File: config.mk
export PLATFORM = sky130hd
export DESIGN_NAME = mem_port_arbiter
export DESIGN_NICKNAME = d
export VERILOG_FILES = /design/src/rtl/mem_port_arbiter_pkg.sv /design/src/rtl/mem_port_arbiter.sv
export SDC_FILE = /design/constraint.sdc
export NUM_CORES = 1
export LEC_CHECK = 0
export CORE_AREA = 2 2 127 129
export DETAILED_ROUTE_END_ITERATION = 8
export DIE_AREA = 0 0 129 131
export SLEW_MARGIN = 20
export SYNTH_ARGS = -nofsm -noshare
export SYNTH_HDL_FRONTEND = slang
export SYNTH_SLANG_ARGS = --single-unit
File: constraint.sdc
create_clock -name clk -period 4.2 [get_ports clk]
set_clock_uncertainty 0.15 [all_clocks]
set_input_delay 0.84 -clock clk [delete_from_list [all_inputs] [get_ports clk]]
set_output_delay 0.84 -clock clk [all_outputs]
set_load 0.02 [all_outputs]
File: src/rtl/mem_port_arbiter_pkg.sv
// Shared types for the core/debug memory-port arbiter: FSM states and the
// memory-mux source select.
package mem_port_arbiter_pkg;

  typedef enum logic [1:0] {
    S_CORE,
    S_WAIT,
    S_DBG,
    S_COOL
  } arb_state_t;

  typedef enum logic {
    ARB_SRC_CORE,
    ARB_SRC_DBG
  } arb_src_t;

endpackage

File: src/rtl/mem_port_arbiter.sv
// Shares one memory port between the multicycle core and a debug/loader
// requester, handing the port over only at instruction boundaries.
module mem_port_arbiter
  import mem_port_arbiter_pkg::*;
#(
  parameter int MAX_BURST  = 16,
  parameter int CORE_QUOTA = 1
) (
  input  logic        clk,
  input  logic        rst,
  input  logic        ena,
  output logic        core_ena,
  input  logic [31:0] core_mem_addr,
  input  logic [31:0] core_mem_wr_data,
  input  logic        core_mem_wr_ena,
  output logic [31:0] core_mem_rd_data,
  input  logic [31:0] core_insn_count,
  input  logic        dbg_req,
  input  logic [31:0] dbg_addr,
  input  logic [31:0] dbg_wr_data,
  input  logic        dbg_wr_ena,
  input  logic        dbg_halt,
  output logic        dbg_gnt,
  output logic [31:0] dbg_rd_data,
  output logic        dbg_rd_valid,
  output logic [31:0] mem_addr,
  output logic [31:0] mem_wr_data,
  output logic        mem_wr_ena,
  input  logic [31:0] mem_rd_data
);

  localparam int BEATS_W = $clog2(MAX_BURST + 1);
  localparam int QUOTA_W = $clog2(CORE_QUOTA + 1);
  localparam logic [BEATS_W-1:0] BEATS_MAX = BEATS_W'(MAX_BURST);
  localparam logic [QUOTA_W-1:0] QUOTA_MAX = QUOTA_W'(CORE_QUOTA);

  arb_state_t           state, state_next;
  arb_src_t             src;
  logic [BEATS_W-1:0]   beats, beats_next;
  logic [QUOTA_W-1:0]   quota, quota_next;
  logic [31:0]          cnt_q;
  logic                 pending;
  logic                 boundary;
  logic                 gnt;
  logic                 force_dead;

  function automatic logic [BEATS_W-1:0] sat_inc_beats(input logic [BEATS_W-1:0] v);
    return (v == BEATS_MAX) ? v : v + BEATS_W'(1);
  endfunction

  function automatic logic [QUOTA_W-1:0] sat_inc_quota(input logic [QUOTA_W-1:0] v);
    return (v == QUOTA_MAX) ? v : v + QUOTA_W'(1);
  endfunction

  assign pending  = dbg_req | dbg_halt;
  assign boundary = (core_insn_count != cnt_q);

  always_ff @(posedge clk or negedge rst) begin
    if (!rst) begin
      state <= S_CORE;
      beats <= '0;
      quota <= '0;
      cnt_q <= '0;
    end else begin
      state <= state_next;
      beats <= beats_next;
      quota <= quota_next;
      cnt_q <= core_insn_count;
    end
  end

  always_comb begin
    state_next = state;
    beats_next = beats;
    quota_next = quota;
    src        = ARB_SRC_CORE;
    gnt        = 1'b0;
    force_dead = 1'b0;
    case (state)
      S_CORE: begin
        if (pending) state_next = S_WAIT;
      end
      S_WAIT: begin
        if (boundary && pending) begin
          force_dead = 1'b1;
          beats_next = '0;
          state_next = S_DBG;
        end else if (boundary || !pending) begin
          state_next = S_CORE;
        end
      end
      S_DBG: begin
        src = ARB_SRC_DBG;
        gnt = 1'b1;
        if (dbg_req) beats_next = sat_inc_beats(beats);
        // Halt lifts the burst limit and holds the grant even when idle.
        if (!dbg_halt && (!dbg_req || beats_next == BEATS_MAX)) begin
          quota_next = '0;
          state_next = S_COOL;
        end
      end
      S_COOL: begin
        if (boundary) begin
          quota_next = sat_inc_quota(quota);
          if (quota_next == QUOTA_MAX) begin
            if (pending) begin
              force_dead = 1'b1;
              beats_next = '0;
              state_next = S_DBG;
            end else begin
              state_next = S_CORE;
            end
          end
        end
      end
      default: state_next = S_CORE;
    endcase
  end

  // The handover cycle is dead: core stalled and no write from either side.
  assign core_ena     = rst & ena & (src == ARB_SRC_CORE) & ~force_dead;
  assign mem_addr     = (src == ARB_SRC_DBG) ? dbg_addr    : core_mem_addr;
  assign mem_wr_data  = (src == ARB_SRC_DBG) ? dbg_wr_data : core_mem_wr_data;
  assign mem_wr_ena   = rst & ~force_dead &
                        ((src == ARB_SRC_DBG) ? (dbg_req & dbg_wr_ena) : core_mem_wr_ena);
  assign dbg_gnt      = gnt;
  assign dbg_rd_valid = gnt & dbg_req & ~dbg_wr_ena;
  assign dbg_rd_data      = mem_rd_data;
  assign core_mem_rd_data = mem_rd_data;

endmodule

* After elaboration in Yosys (flattened, before gate mapping)
Cells that the tools add are included.
** Storage, ports and cells
- Flip-flop bits (word level) :: 40
- Bits of input ports :: 199
- Output and inout port bits :: 132
- Logic and storage cells :: 73
** Operators by class
- Add/sub/neg operators :: 2
- Equal/unequal tests :: 13
- Muxes and demuxes :: 29
- Bitwise logic cells :: 12
- Reduce and logical (&&, ||, !) cells :: 13
** Operators with widths (number)
- 32-bit two-way mux :: 2
- 5-bit two-way mux :: 7
- 32-bit inequality test :: 1
- 5-bit case mux with 3 select lines :: 1
- 2-bit two-way mux :: 7
- 2-bit inequality test (second input constant) :: 6
- 5-bit equality test (second input constant) :: 2
- 5-bit AND reduction :: 2
- 1-bit two-way mux :: 9
- 1-bit bitwise AND :: 8
- 2-bit case mux with 4 select lines :: 1
- 5-bit by 1-bit adder with 5-bit output (second input constant) :: 1
- 2-bit equality test (second input constant) :: 2
- 1-bit case mux with 2 select lines :: 2
- 1-bit zero test :: 3
- 3-bit inequality test (second input constant) :: 1
- 1-bit NOT :: 3
- 3-bit AND reduction :: 1
- 3-bit nonzero test :: 1
- 2-bit by 1-bit equality test with 1-bit output (second input constant) :: 1
- 1-bit logical AND :: 2
- 2-bit zero test :: 1
- 1-bit logical OR :: 2
- 2-bit nonzero test :: 1
- other kinds (2) :: 2

* Longest topological paths before layout
- Word-level depth :: 9
- Mapped depth :: 7
- Mapped depth without buffers :: 7

* Worst setup path after synthesis
OpenSTA, ideal clock, no wires.
- Path type :: in2out
- Start :: input core_insn_count[13]
- End :: output mem_wr_ena
- Data arrival time :: 2.208 ns
- Required time :: 3.210 ns
- Setup slack :: 1.002 ns
- Stages on the path :: 5
- Buffers on the path :: 0
- Path through :: xor2_1 > nor4_1 > nand4_1 > o221a_4 > nor3b_1
** Between the ends
- Word-level cells in the longest chain between the ends :: 7
- Elaborated cells on any way between the ends :: 8
- Those cells by class :: eq/ne (1); mux (3); bitwise (3); reduce/logical (1)
** Ends and longest elaborated chain
- start, declared :: line mem_port_arbiter.sv:17 : input logic [31:0] core_insn_count,
- 32-bit inequality test * :: line mem_port_arbiter.sv:56 : assign boundary = (core_insn_count != cnt_q);
- 1-bit logical AND :: line mem_port_arbiter.sv:84 : if (boundary && pending) begin
- 1-bit two-way mux :: line mem_port_arbiter.sv:84
- 1-bit case mux with 2 select lines * :: line mem_port_arbiter.sv:79 : case (state)
- 1-bit NOT * :: line mem_port_arbiter.sv:124 : assign mem_wr_ena = rst & ~force_dead &
- 1-bit bitwise AND * (2 in series) :: line mem_port_arbiter.sv:124
- end, declared :: line mem_port_arbiter.sv:28 : output logic mem_wr_ena,
Mark *: on every way between the ends. The rest lies on a longest branch, timed or not.

* Worst setup path in the final report
- Start :: input core_insn_count[12]
- End :: output core_ena
** Between the ends
- Word-level cells in the longest chain between the ends :: 6
- Elaborated cells on any way between the ends :: 7
- Those cells by class :: eq/ne (1); mux (3); bitwise (2); reduce/logical (1)
** Ends and longest elaborated chain
- 32-bit inequality test * :: line mem_port_arbiter.sv:56
- 1-bit logical AND :: line mem_port_arbiter.sv:84
- 1-bit two-way mux :: line mem_port_arbiter.sv:84
- 1-bit case mux with 2 select lines * :: line mem_port_arbiter.sv:79
- 1-bit NOT * :: line mem_port_arbiter.sv:121 : assign core_ena = rst & ena & (src == ARB_SRC_CORE) & ~force_dead;
- 1-bit bitwise AND * :: line mem_port_arbiter.sv:121
- end, declared :: line mem_port_arbiter.sv:12 : output logic core_ena,
Marks and branches as above.

==> run_results.csv <==
group,metric,value,unit
setup_path,start_kind,"input pin",
synth,ys_warn_count,0,
global_route,grt_max_degree,76,
synth,synth_seq_cells,39,
placed_design,place_congestion,0.817,
cts,cts_sinks,39,
detailed_routing,drt-initial-drc-count,125,
final_layout,antenna_cells,0,
cts,cts-htree-levels,2,
pwr,peakVddDrop,240,uV
sta,final.period_utilization,0.890,
setup_path,end_kind,"output port",
synth,yosysUniqueCellTypes,27,
cts,cts-root-buf,"clkbuf_16",
final_layout,multi_input_area,0.00135,sq mm
global_route,track_usage,0.133,
cts,clk-insertion-delay-late,0.28,ns
floorplan,initial_utilization,0.183,
cts,post_cts_buffers,0,
sta,tightest_slew,0.790,ns
sta,report.final.hold_viol_count,0,
cts,tritoncts,"built",
global_route,overflow,0,
detailed_routing,dr.pass1.iters,4,
setup_path,cp_data_required_time,3.21,ns
final_layout,drive_gt1_frac,0.0429,
final_layout,fin_nets,760,
sta,setup_viol,0,
pwr,finalPower,2.81,mW
sta,finalCriticalPeriod,3.74,ns
floorplan,core,0.0156,sq mm
job,max_cap_violations,0,
global_route,grt_pass1_wl,17100,microns
floorplan,die_x,129,microns
cts,cts_buffers,5,
pwr,p_per_area,543,mW/mm^2
sta,holdWs,0.277,ns
detailed_routing,ant_nets,0,
synth,synthCells,393,
setup_path,worstPathMaxFanout,3,
detailed_routing,vias_per_cell,3.93,
run_status,status,"finished, final reports clean",
sta,rsz0062_at_grt,"no",
floorplan,io_pins,331,
synth,synth_top_area_frac,0.341,
cts,max-clock-path-buffers,2,
worst_hold_path,min-delay-path-class,"input pin to async pin",
setup_path,critical_path_arrival,2.75,ns
sta,fmax,0.267,GHz
synth,syn_avg_cell_area,7.28,sq um
final_layout,finish.utilization,0.332,
final_layout,syn_to_final_growth,81.0,%
final_layout,fill_cells,1651,
placed_design,dpl.hpwl,10300,microns
placed_design,io_buffer_count,234,
synth,synth_area,0.00286,sq mm
cts,clk_pin_slew,0.06,ns
floorplan,fp.dieH,131,microns
synth,synthTopCellsByArea,"dfrtp_1 34%, nand2_1 26%, buf_4 17%",
floorplan,rows,46,
global_route,grt_pass1_vias,2969,
detailed_routing,vias,3050,
pwr,p_leak,2.32,nW
detailed_routing,drt-wirelength-per-cell,16.1,microns
detailed_routing,drt_wl_total,12500,microns
synth,synth_top_cell_by_area,"dfrtp_1",
synth,yosysSeqAreaShare,0.341,
sta,drv_slew,0,
floorplan,die_area,0.0169,sq mm
sta,slew-limit-headroom,0.473,
final_layout,regArea,976,sq um
global_route,antenna_found_initial,1,
setup_path,worstSetupPathType,"input pin to output port",
detailed_routing,drcViolationCount,0,
synth,synth_nets,594,
[cell usage after synthesis, drive strengths merged]
master  instances
a21o            1
a21oi           2
a311oi          1
a31o            1
and3            1
and4b           1
buf            72
clkbuf          8
dfrtp          39
ha              2
inv             4
mux2i           1
nand2         199
nand2b          1
nand4           4
nor3b           2
nor4            8
nor4b           1
o21ai           2
o221a           1
o22ai           4
o311a           1
o31ai           2
xnor2           2
xor2           33
[cell families (layout without fill, tap and decap cells)]
group | after synthesis | after routing | synth area share
and+or+nand+nor | 217 | 217 | 0.304
buffers and inverters | 84 | 251 | 0.195
DFF | 39 | 39 | 0.341
xor gates and xnor gates | 35 | 35 | 0.107
AOI/OAI and AO/OA | 15 | 15 | 0.0407
adders and majority gates | 2 | 2 | 0.00875
muxes | 1 | 1 | 0.00350
[cell type report]
cell class	instances	area share
Timing Repair Buffer	239	0.462
Clock buffer	5	0.0242
Tap cell	216	0.0522
Multi-Input combinational cell	270	0.262
Clock inverter	3	0.00894
Inverter	4	0.00290
Sequential cell	39	0.189
[per-stage QoR]
step	std cells	TNS (ns)	cell area, sq um	setup slack, ns
2_1_floorplan	393	0	2860	1.00
3_3_place_gp	768	0	4970	0.0391
3_5_place_dp	768	-0.00412	4970	-0.00412
4_1_cts	776	0	5150	0.00760
5_1_grt	776	0	5180	0.347
6_report	776	0	5180	0.461
[layout by cell type (no fill, tap or decap), types with 2 or more instances in the layout]
| master | synthesis | final |
|---|---|---|
| a21oi_1 | 2 | 2 |
| buf_4 | 64 | 5 |
| clkbuf_16 | 0 | 5 |
| clkdlybuf4s50_1 | 0 | 230 |
| dfrtp_1 | 39 | 39 |
| dlymetal6s2s_1 | 0 | 2 |
| ha_1 | 2 | 2 |
| inv_1 | 4 | 3 |
| nand2_1 | 199 | 199 |
| nand4_1 | 4 | 4 |
| nor3b_1 | 2 | 2 |
| nor4_1 | 8 | 4 |
| nor4_2 | 0 | 4 |
| o21ai_0 | 2 | 2 |
| o22ai_1 | 4 | 4 |
| o31ai_1 | 2 | 2 |
| xnor2_1 | 2 | 2 |
| xor2_1 | 33 | 33 |
[report_power, final]
| part | total (mW) | leakage, nW | internal [mW] | switching (mW) |
|---|---|---|---|---|
| clock network | 0.436 | 0.0804 | 0.282 | 0.154 |
| registers | 0.438 | 0.465 | 0.411 | 0.0274 |
| logic | 1.94 | 1.77 | 0.853 | 1.08 |
[critical path, stage by stage]
cell,delay [ns]
clkdlybuf4s50_1,0.44
xor2_1,0.17
nor4_2,0.31
nand4_1,0.21
o221a_4,0.28
and4b_1,0.27
dlymetal6s2s_1,0.24
[state kept, by name, summed over array words and instances (netlist names)]
register	count
beats	5
cnt_q	32
state	2
[routing by layer]
metal,vias to the layer above,global-route usage,part of all wire
li1,1496,-,-
met1,1369,0.164,0.40
met2,177,0.230,0.50
met3,6,0.0493,0.099
met4,2,0.0134,0.0017
met5,-,0,0.0010
[path summary, 6_finish.rpt]
path	from	end	slack, ns	cells after the start
worst max-delay path	core_insn_count[12]	core_ena	0.46	7
worst min-delay path	rst	cnt_q[3]	0.28	1
worst max register to register	cnt_q[12]	state[1]	2.25	6
worst min register to register	state[1]	state[1]	0.42	1
max in group asynchronous	rst	cnt_q[22]	3.07	2
min in group clk	state[1]	state[1]	0.42	1
[timing repair]
action	4_1_cts	5_1_grt
hold buffers	0	0
hold endpoints to repair	0	0
setup endpoints to repair	1	2
gates resized for setup	1	5
pin swaps	0	1
No activity file was read; power rests on OpenSTA's default activity.
